<file path="config.mk">
export PLATFORM = sky130hd
export DESIGN_NAME = apb_timer_cfg_master
export DESIGN_NICKNAME = d
export VERILOG_FILES = /design/src/rtl/apb_timer_cfg_master.sv
export SDC_FILE = /design/constraint.sdc
export NUM_CORES = 1
export LEC_CHECK = 0
export CORE_MARGIN = 2
export CORE_UTILIZATION = 37
export CTS_BUF_LIST = sky130_fd_sc_hd__clkbuf_2
export DETAILED_ROUTE_END_ITERATION = 8
export PLACE_DENSITY = 0.9
export SLEW_MARGIN = 20
export SYNTH_ARGS = -nofsm -noshare
export SYNTH_HDL_FRONTEND = slang
export SYNTH_SLANG_ARGS = --single-unit
</file>
<file path="constraint.sdc">
create_clock -name pclk -period 1.45 [get_ports pclk]
set_input_delay 0.145 -clock pclk [delete_from_list [all_inputs] [get_ports pclk]]
set_output_delay 0.145 -clock pclk [all_outputs]
set_load 0.02 [all_outputs]
</file>
<file path="src/rtl/apb_timer_cfg_master.sv">
// Two-requester round-robin APB master sharing the timer's configuration slave port.
// Optional ACCESS-phase timeout is enabled by defining APB_CFG_TIMEOUT_EN.
module apb_timer_cfg_master #(
  parameter int TIMEOUT_CYCLES = 16
) (
  input  logic        pclk,
  input  logic        preset,
  input  logic [1:0]  req_valid,
  output logic [1:0]  req_ready,
  input  logic [1:0]  req_write,
  input  logic [19:0] req_addr,
  input  logic [63:0] req_wdata,
  output logic [1:0]  rsp_valid,
  output logic [31:0] rsp_rdata,
  output logic        rsp_err,
  output logic        psel,
  output logic        penable,
  output logic        pwrite,
  output logic [9:0]  paddr,
  output logic [31:0] pwdata,
  input  logic [31:0] prdata,
  input  logic        pready,
  input  logic        pslverr
);

  // state  | meaning
  // IDLE   | bus idle, grant and accept one request
  // SETUP  | psel high, penable low, exactly one cycle
  // ACCESS | psel and penable high, wait for pready (or timeout)
  typedef enum logic [1:0] {IDLE, SETUP, ACCESS} state_t;

  state_t state;
  logic   prio;
  logic   id;
  logic   gnt_any;
  logic   gnt_id;
  logic   timeout_hit;
  logic   done;

  if (TIMEOUT_CYCLES < 1 || TIMEOUT_CYCLES > 255) begin : g_bad_timeout
    $error("TIMEOUT_CYCLES must be in 1..255");
  end

`ifdef APB_CFG_TIMEOUT_EN
  localparam logic [7:0] TIMEOUT_LIMIT = 8'(TIMEOUT_CYCLES);
  logic [7:0] wait_cnt;
  assign timeout_hit = (wait_cnt == TIMEOUT_LIMIT);
`else
  assign timeout_hit = 1'b0;
`endif

  // pready wins over a simultaneous timeout
  assign done = pready | timeout_hit;

  always_comb begin
    gnt_any = |req_valid;
    gnt_id  = 1'b0;
    if (req_valid == 2'b10)
      gnt_id = 1'b1;
    else if (req_valid == 2'b11)
      gnt_id = prio;
    req_ready = 2'b00;
    if (state == IDLE && gnt_any)
      req_ready = gnt_id ? 2'b10 : 2'b01;
  end

  always_ff @(posedge pclk) begin
    if (preset) begin
      state     <= IDLE;
      prio      <= 1'b0;
      id        <= 1'b0;
      psel      <= 1'b0;
      penable   <= 1'b0;
      pwrite    <= 1'b0;
      paddr     <= '0;
      pwdata    <= '0;
      rsp_valid <= 2'b00;
      rsp_rdata <= '0;
      rsp_err   <= 1'b0;
`ifdef APB_CFG_TIMEOUT_EN
      wait_cnt  <= '0;
`endif
    end else begin
      rsp_valid <= 2'b00;
      case (state)
        IDLE: begin
          if (gnt_any) begin
            state  <= SETUP;
            psel   <= 1'b1;
            pwrite <= req_write[gnt_id];
            paddr  <= gnt_id ? req_addr[19:10] : req_addr[9:0];
            pwdata <= gnt_id ? req_wdata[63:32] : req_wdata[31:0];
            id     <= gnt_id;
            prio   <= ~gnt_id;
          end
        end
        SETUP: begin
          state   <= ACCESS;
          penable <= 1'b1;
`ifdef APB_CFG_TIMEOUT_EN
          wait_cnt <= '0;
`endif
        end
        ACCESS: begin
          if (done) begin
            state     <= IDLE;
            psel      <= 1'b0;
            penable   <= 1'b0;
            pwrite    <= 1'b0;
            paddr     <= '0;
            pwdata    <= '0;
            rsp_valid <= id ? 2'b10 : 2'b01;
            rsp_rdata <= (pready && !pwrite) ? prdata : '0;
            rsp_err   <= pready ? pslverr : 1'b1;
          end
`ifdef APB_CFG_TIMEOUT_EN
          else begin
            wait_cnt <= wait_cnt + 8'd1;
          end
`endif
        end
        default: state <= IDLE;
      endcase
    end
  end

endmodule

</file>
### Yosys cells after proc, flatten, opt, wreduce, memory -nomap -nowiden

Index checks and enable logic that the tools add are counted.

| cells by class | value |
|---|---|
| $add $sub $neg | 0 |
| $mul | 0 |
| div/mod/pow operators | 0 |
| order comparisons | 1 |
| eq/ne operators | 6 |
| shifts and indexed selects | 0 |
| multiplexer cells | 25 |
| bitwise logic cells | 3 |
| reductions and logical operators | 13 |

Operator list:

| operator | number |
|---|---|
| two-way mux 32 bit | 4 |
| case mux 32 bit (2 select lines) | 1 |
| two-way mux 10 bit | 3 |
| case mux 10 bit (2 select lines) | 1 |
| two-way mux 2 bit | 5 |
| AND reduction 2 bit | 4 |
| two-way mux 1 bit | 7 |
| == test 2 bit, second input constant | 3 |
| case mux 1 bit (2 select lines) | 3 |
| case mux 2 bit (3 select lines) | 1 |
| inequality test 2 bit, second input constant | 2 |
| nonzero test 2 bit | 2 |
| NOT 1 bit | 3 |
| AND reduction 3 bit | 1 |
| OR reduction 3 bit | 1 |
| == test 2 x 1 -> 1 bit, second input constant | 1 |
| logical AND 1 bit | 2 |
| zero test 2 bit | 1 |
| < comparator 1 x 2 -> 1 bit, second input constant | 1 |
| OR reduction 2 bit | 1 |
| zero test 1 bit | 1 |

| storage, ports and cells | value |
|---|---|
| register bits after elaboration | 84 |
| bits in latches | 0 |
| RAM bits | 0 |
| bits in read-only memories | 0 |
| output and inout bits | 82 |
| memories kept | 0 |

### Depth between registers and ports, before layout

| depth | value |
|---|---|
| depth after elaboration | 7 |
| depth in mapped cells | 6 |

### Worst setup path after synthesis

Ideal clock, no wire load.

| path | value |
|---|---|
| kind | register to register |
| start point | reg state[1] |
| end point | reg paddr[8] |
| setup time | 0.127 ns |
| arrival | 1.081 ns |
| data required time | 1.323 ns |
| setup slack | 0.242 ns |
| stages on the path, launching flop included | 7 |
| path buffers | 2 |
| clock period less this slack | 1.208 ns |
| path through | dfxtp_1 -> buf_4 -> nor2b_1 -> nor3_2 -> nor2_4 -> buf_2 -> o2bb2ai_1 |

| between the ends | value |
|---|---|
| word-level cells in the longest chain between the ends | 3 |

Ends and longest elaborated chain:

| what | RTL line | RTL |
|---|---|---|
| start: declaration | 32 | `state_t state;` |
| start signal: assignment | 69 | `state <= IDLE;` |
| start signal: assignment | 88 | `state <= SETUP;` |
| start signal: assignment | 98 | `state <= ACCESS;` |
| == test 2 bit or zero test 2 bit (tied branches) | 85 | `case (state)` |
| inequality test 2 bit (no line) or nonzero test 2 bit (tied branches) | n/a |  |
| AND reduction 3 bit (no line) | n/a |  |
| end signal: assignment | 91 | `paddr <= gnt_id ? req_addr[19:10] : req_addr[9:0];` |
| end: declaration | 19 | `output logic [9:0] paddr,` |

Parallel ways exist; a longest one is shown, timed or not.
A chain may end at the register's enable or synchronous reset.

### Final worst setup path

| path | value |
|---|---|
| start point | reg prio |
| end point | out req_ready[1] |

| between the ends | value |
|---|---|
| word-level cells in the longest chain between the ends | 4 |

Ends and longest elaborated chain:

| what | RTL line | RTL |
|---|---|---|
| start: declaration | 33 | `logic prio;` |
| start signal: assignment | 94 | `prio <= ~gnt_id;` |
| two-way mux 1 bit | 60 | `else if (req_valid == 2'b11)` |
| two-way mux 1 bit | 58 | `if (req_valid == 2'b10)` |
| two-way mux 2 bit | 64 | `req_ready = gnt_id ? 2'b10 : 2'b01;` |
| two-way mux 2 bit | 63 | `if (state == IDLE && gnt_any)` |
| end: declaration | 9 | `output logic [1:0] req_ready,` |

Every way passes these cells.

==> results.md <==
* Total number of vias at 3077
* Crit-path max FO at 2
* CTS Buf Count at 9
* Worst path required time at 1.31 ns
* Final WS setup at -0.209 ns
* #FFs+latches synth at 84
* Vias in the first global route at 3179
* Initial antenna violation count at 0
* Failing checks: negative setup slack
* Slew Limit Fails at 0
* Worst stage delay on the critical path at 0.41 ns
* Worst rel slew slack at 0.799
* Combinational fraction of design power at 0.275
* Syn Nets at 382
* Placed Instance Area at 5470 sq um
* Clk_lat worst skew at 0.51 ns
* Setup violations, final at 46
* Final Cell Area at 5900 sq um
* Max Clock Skew at 0.0184 ns
* Gr usage total at 0.217
* Most common cell after layout, fill and taps aside: clkdlybuf4s50_1
* Ant diodes at 0
* IO Port Bufs at 205
* Final Wtd Congestion at 0.806
* Gr ovfl total at 0
* Die area at 9340 sq um
* Syn_area_per_cell at 12.3 sq um
* Pre-CTS setup slack at -0.482 ns
* Initial DRC Count at 77
* Final wirelength at 11100 um
* Maximum clock frequency at 0.603 GHz
* I/O Pins at 206
* Dpl cells at 571
* Wire length per cell at 18.5 um
* Root Driver: clkbuf_2
* Crit-path cells: o21ai_4 -> or3_4 -> inv_2 -> buf_6
* Fill count at 582
* Post-Syn Area at 3180 sq um
* Layout Utilization at 0.715
* Min cycle time layout at 1.66 ns
* P per Cell Area at 939 nW/um^2
* First-pass GRT wire length at 16400 um
* Nets@finish at 616
* Share of cells above drive strength 1 at 0.243
* CTS Sinks at 84
* Distinct cells, synth at 30
* Synth warn at 0
* Status: finished with violations
* Antenna viol nets, final at 0
* Residual DRC count at 0
* RSZ-0062 raised after global routing: true
* Seq/Total Area, Yosys at 0.530
* CTS tree: yes
* Mapped Cells at 258
* Worst-path clk slew at 0.24 ns
* Lkg Pwr at 2.62 nW
* Commonest cells after routing, fill and taps aside: clkdlybuf4s50_1, dfxtp_1, mux2i_1, clkbuf_2, clkdlybuf4s15_1
* Initial core utilization at 0.385
* Via density at 5.11
* Die Height at 96.6 um
* CP Buf/Inv Count at 2
* Critical path's top delay family: flip-flops
* Worst hold-check path type: in2reg
* CTS H-tree depth at 3
* Slew of the pin with the lowest slew margin at 0.299 ns
* Crit path max-delay cell type: dfxtp_2
* Sw power at 1.63 mW
* Fin cells at 602
* Max_cap viols at 0
* Largest net degree at the start of global routing at 42
* CP Capture Type: output port
* Switch share at 0.294
* Floorplan row count at 33
* Maximum clock insertion buffer count at 2
* Pint at 3.91 mW
* Detailed placer's ending HPWL at 7270 um
* Critical path launch point type: register
* Flop pwr share at 0.467
* DRT Pass-1 Iters at 4
* WP data arrival at 1.51 ns
* VDD IR-drop max at 0.491 mV
* Tcrit/Tclk final at 1.14
* Final Hold Vio Count at 0
* Setup TNS at -5.97 ns
* Clock share of power at 0.259
* Critical path class: reg2out
* Syn-to-layout area delta at 85.9%
* Total core area at 8260 sq um
* Die width at 96.6 um
kinds of logic after synthesis:
group	synth area share
flops	0.530
compound gates	0.229
buf+inv	0.0603
simple gates	0.0426
mux	0.139
worst reg2reg max path: stages, from the launching register on:
cell,delay (ns)
dfxtp_2,0.38
buf_4,0.14
buf_6,0.12
nor2b_2,0.16
nor3_2,0.17
nor2_4,0.07
buf_12,0.14
bufbuf_16,0.27
o2bb2ai_2,0.11
timing repair:
action / CTS / global route
setup buffers: 3 / 3
gates resized for setup: 118 / 98
hold buffers: 0 / 0
cloned: 4 / 5
pin swaps: 2 / 0
endpoints found under the setup margin: 125 / 126
final timing paths:
kind	from	endpoint	slack, ns	depth (start not counted)
max	prio$_SDFFE_PP0P_	req_ready[1]	-0.21	4
min reg2reg	psel$_SDFFE_PP0P_	psel$_SDFFE_PP0P_	0.46	2
min	prdata[3]	rsp_rdata[3]$_SDFFE_PP0P_	0.20	2
max reg2reg	state[1]$_SDFFE_PP0P_	pwdata[23]$_SDFFE_PP0P_	-0.20	8
synthesized netlist by cell type:
master     number  share of area
a21oi_2         1         0.0028
buf_6           3          0.011
nor3b_1         1         0.0024
nor2_4          2         0.0071
dfxtp_1        84           0.53
nand2_2         1         0.0020
o211a_1         1         0.0032
nor3_4          1         0.0051
nor3_1          1         0.0016
o2bb2ai_1      43           0.12
nor2b_4         1         0.0043
a22o_1         32          0.088
mux2i_1        44           0.14
buf_2           6         0.0095
nor2_1          2         0.0024
buf_8           4          0.019
o211ai_2        1         0.0039
nand2_1         5         0.0059
or3_1           1         0.0020
o21ai_0         1         0.0016
buf_4           5          0.012
nor3_2          2         0.0063
a311oi_1        1         0.0028
inv_1           4         0.0047
a21oi_1         4         0.0063
nand3_1         1         0.0016
inv_2           1         0.0012
clkbuf_1        3         0.0035
o21ai_1         1         0.0016
nor2b_1         1         0.0020
per-stage QoR:
stage               power [mW]  hold WS (ns)
floorplan                 3.20         0.261
global placement          4.00         0.431
detailed placement        4.03         0.439
CTS                       5.49         0.157
global route              5.77         0.153
finish                    5.54         0.196
power by group through the flow:
stage	logic, mW	registers, mW	clock network [mW]
final	1.52	2.59	1.43
after global routing	1.61	2.61	1.56
after CTS	1.45	2.57	1.47
after detailed placement	1.41	2.61	0
after global placement	1.39	2.61	0
after floorplan	0.406	2.79	0
per-layer routing:
layer,GRT usage,vias up,wire [um]
li1,-,1458,-
met1,0.263,1438,4570
met2,0.378,168,5540
met3,0.0535,13,867
met4,0.0693,0,155
met5,0,-,0
area by class of cell:
cell class / count / area [sq um] / area share
inverters: 5 / 18.8 / 0.00318
flip-flops and latches: 84 / 1690 / 0.286
multi-input cells: 148 / 1440 / 0.243
clock inverters: 7 / 98.8 / 0.0167
repair buffers: 244 / 2480 / 0.421
well taps: 105 / 131 / 0.0223
clock buffers: 9 / 45.0 / 0.00763
registers in the layout, summed over array words and instances (netlist names), 2 cells and up:
register   cells
pwdata        32
rsp_rdata     32
paddr         10
rsp_valid      2
state          2
No activity file was read; power rests on OpenSTA's default activity.
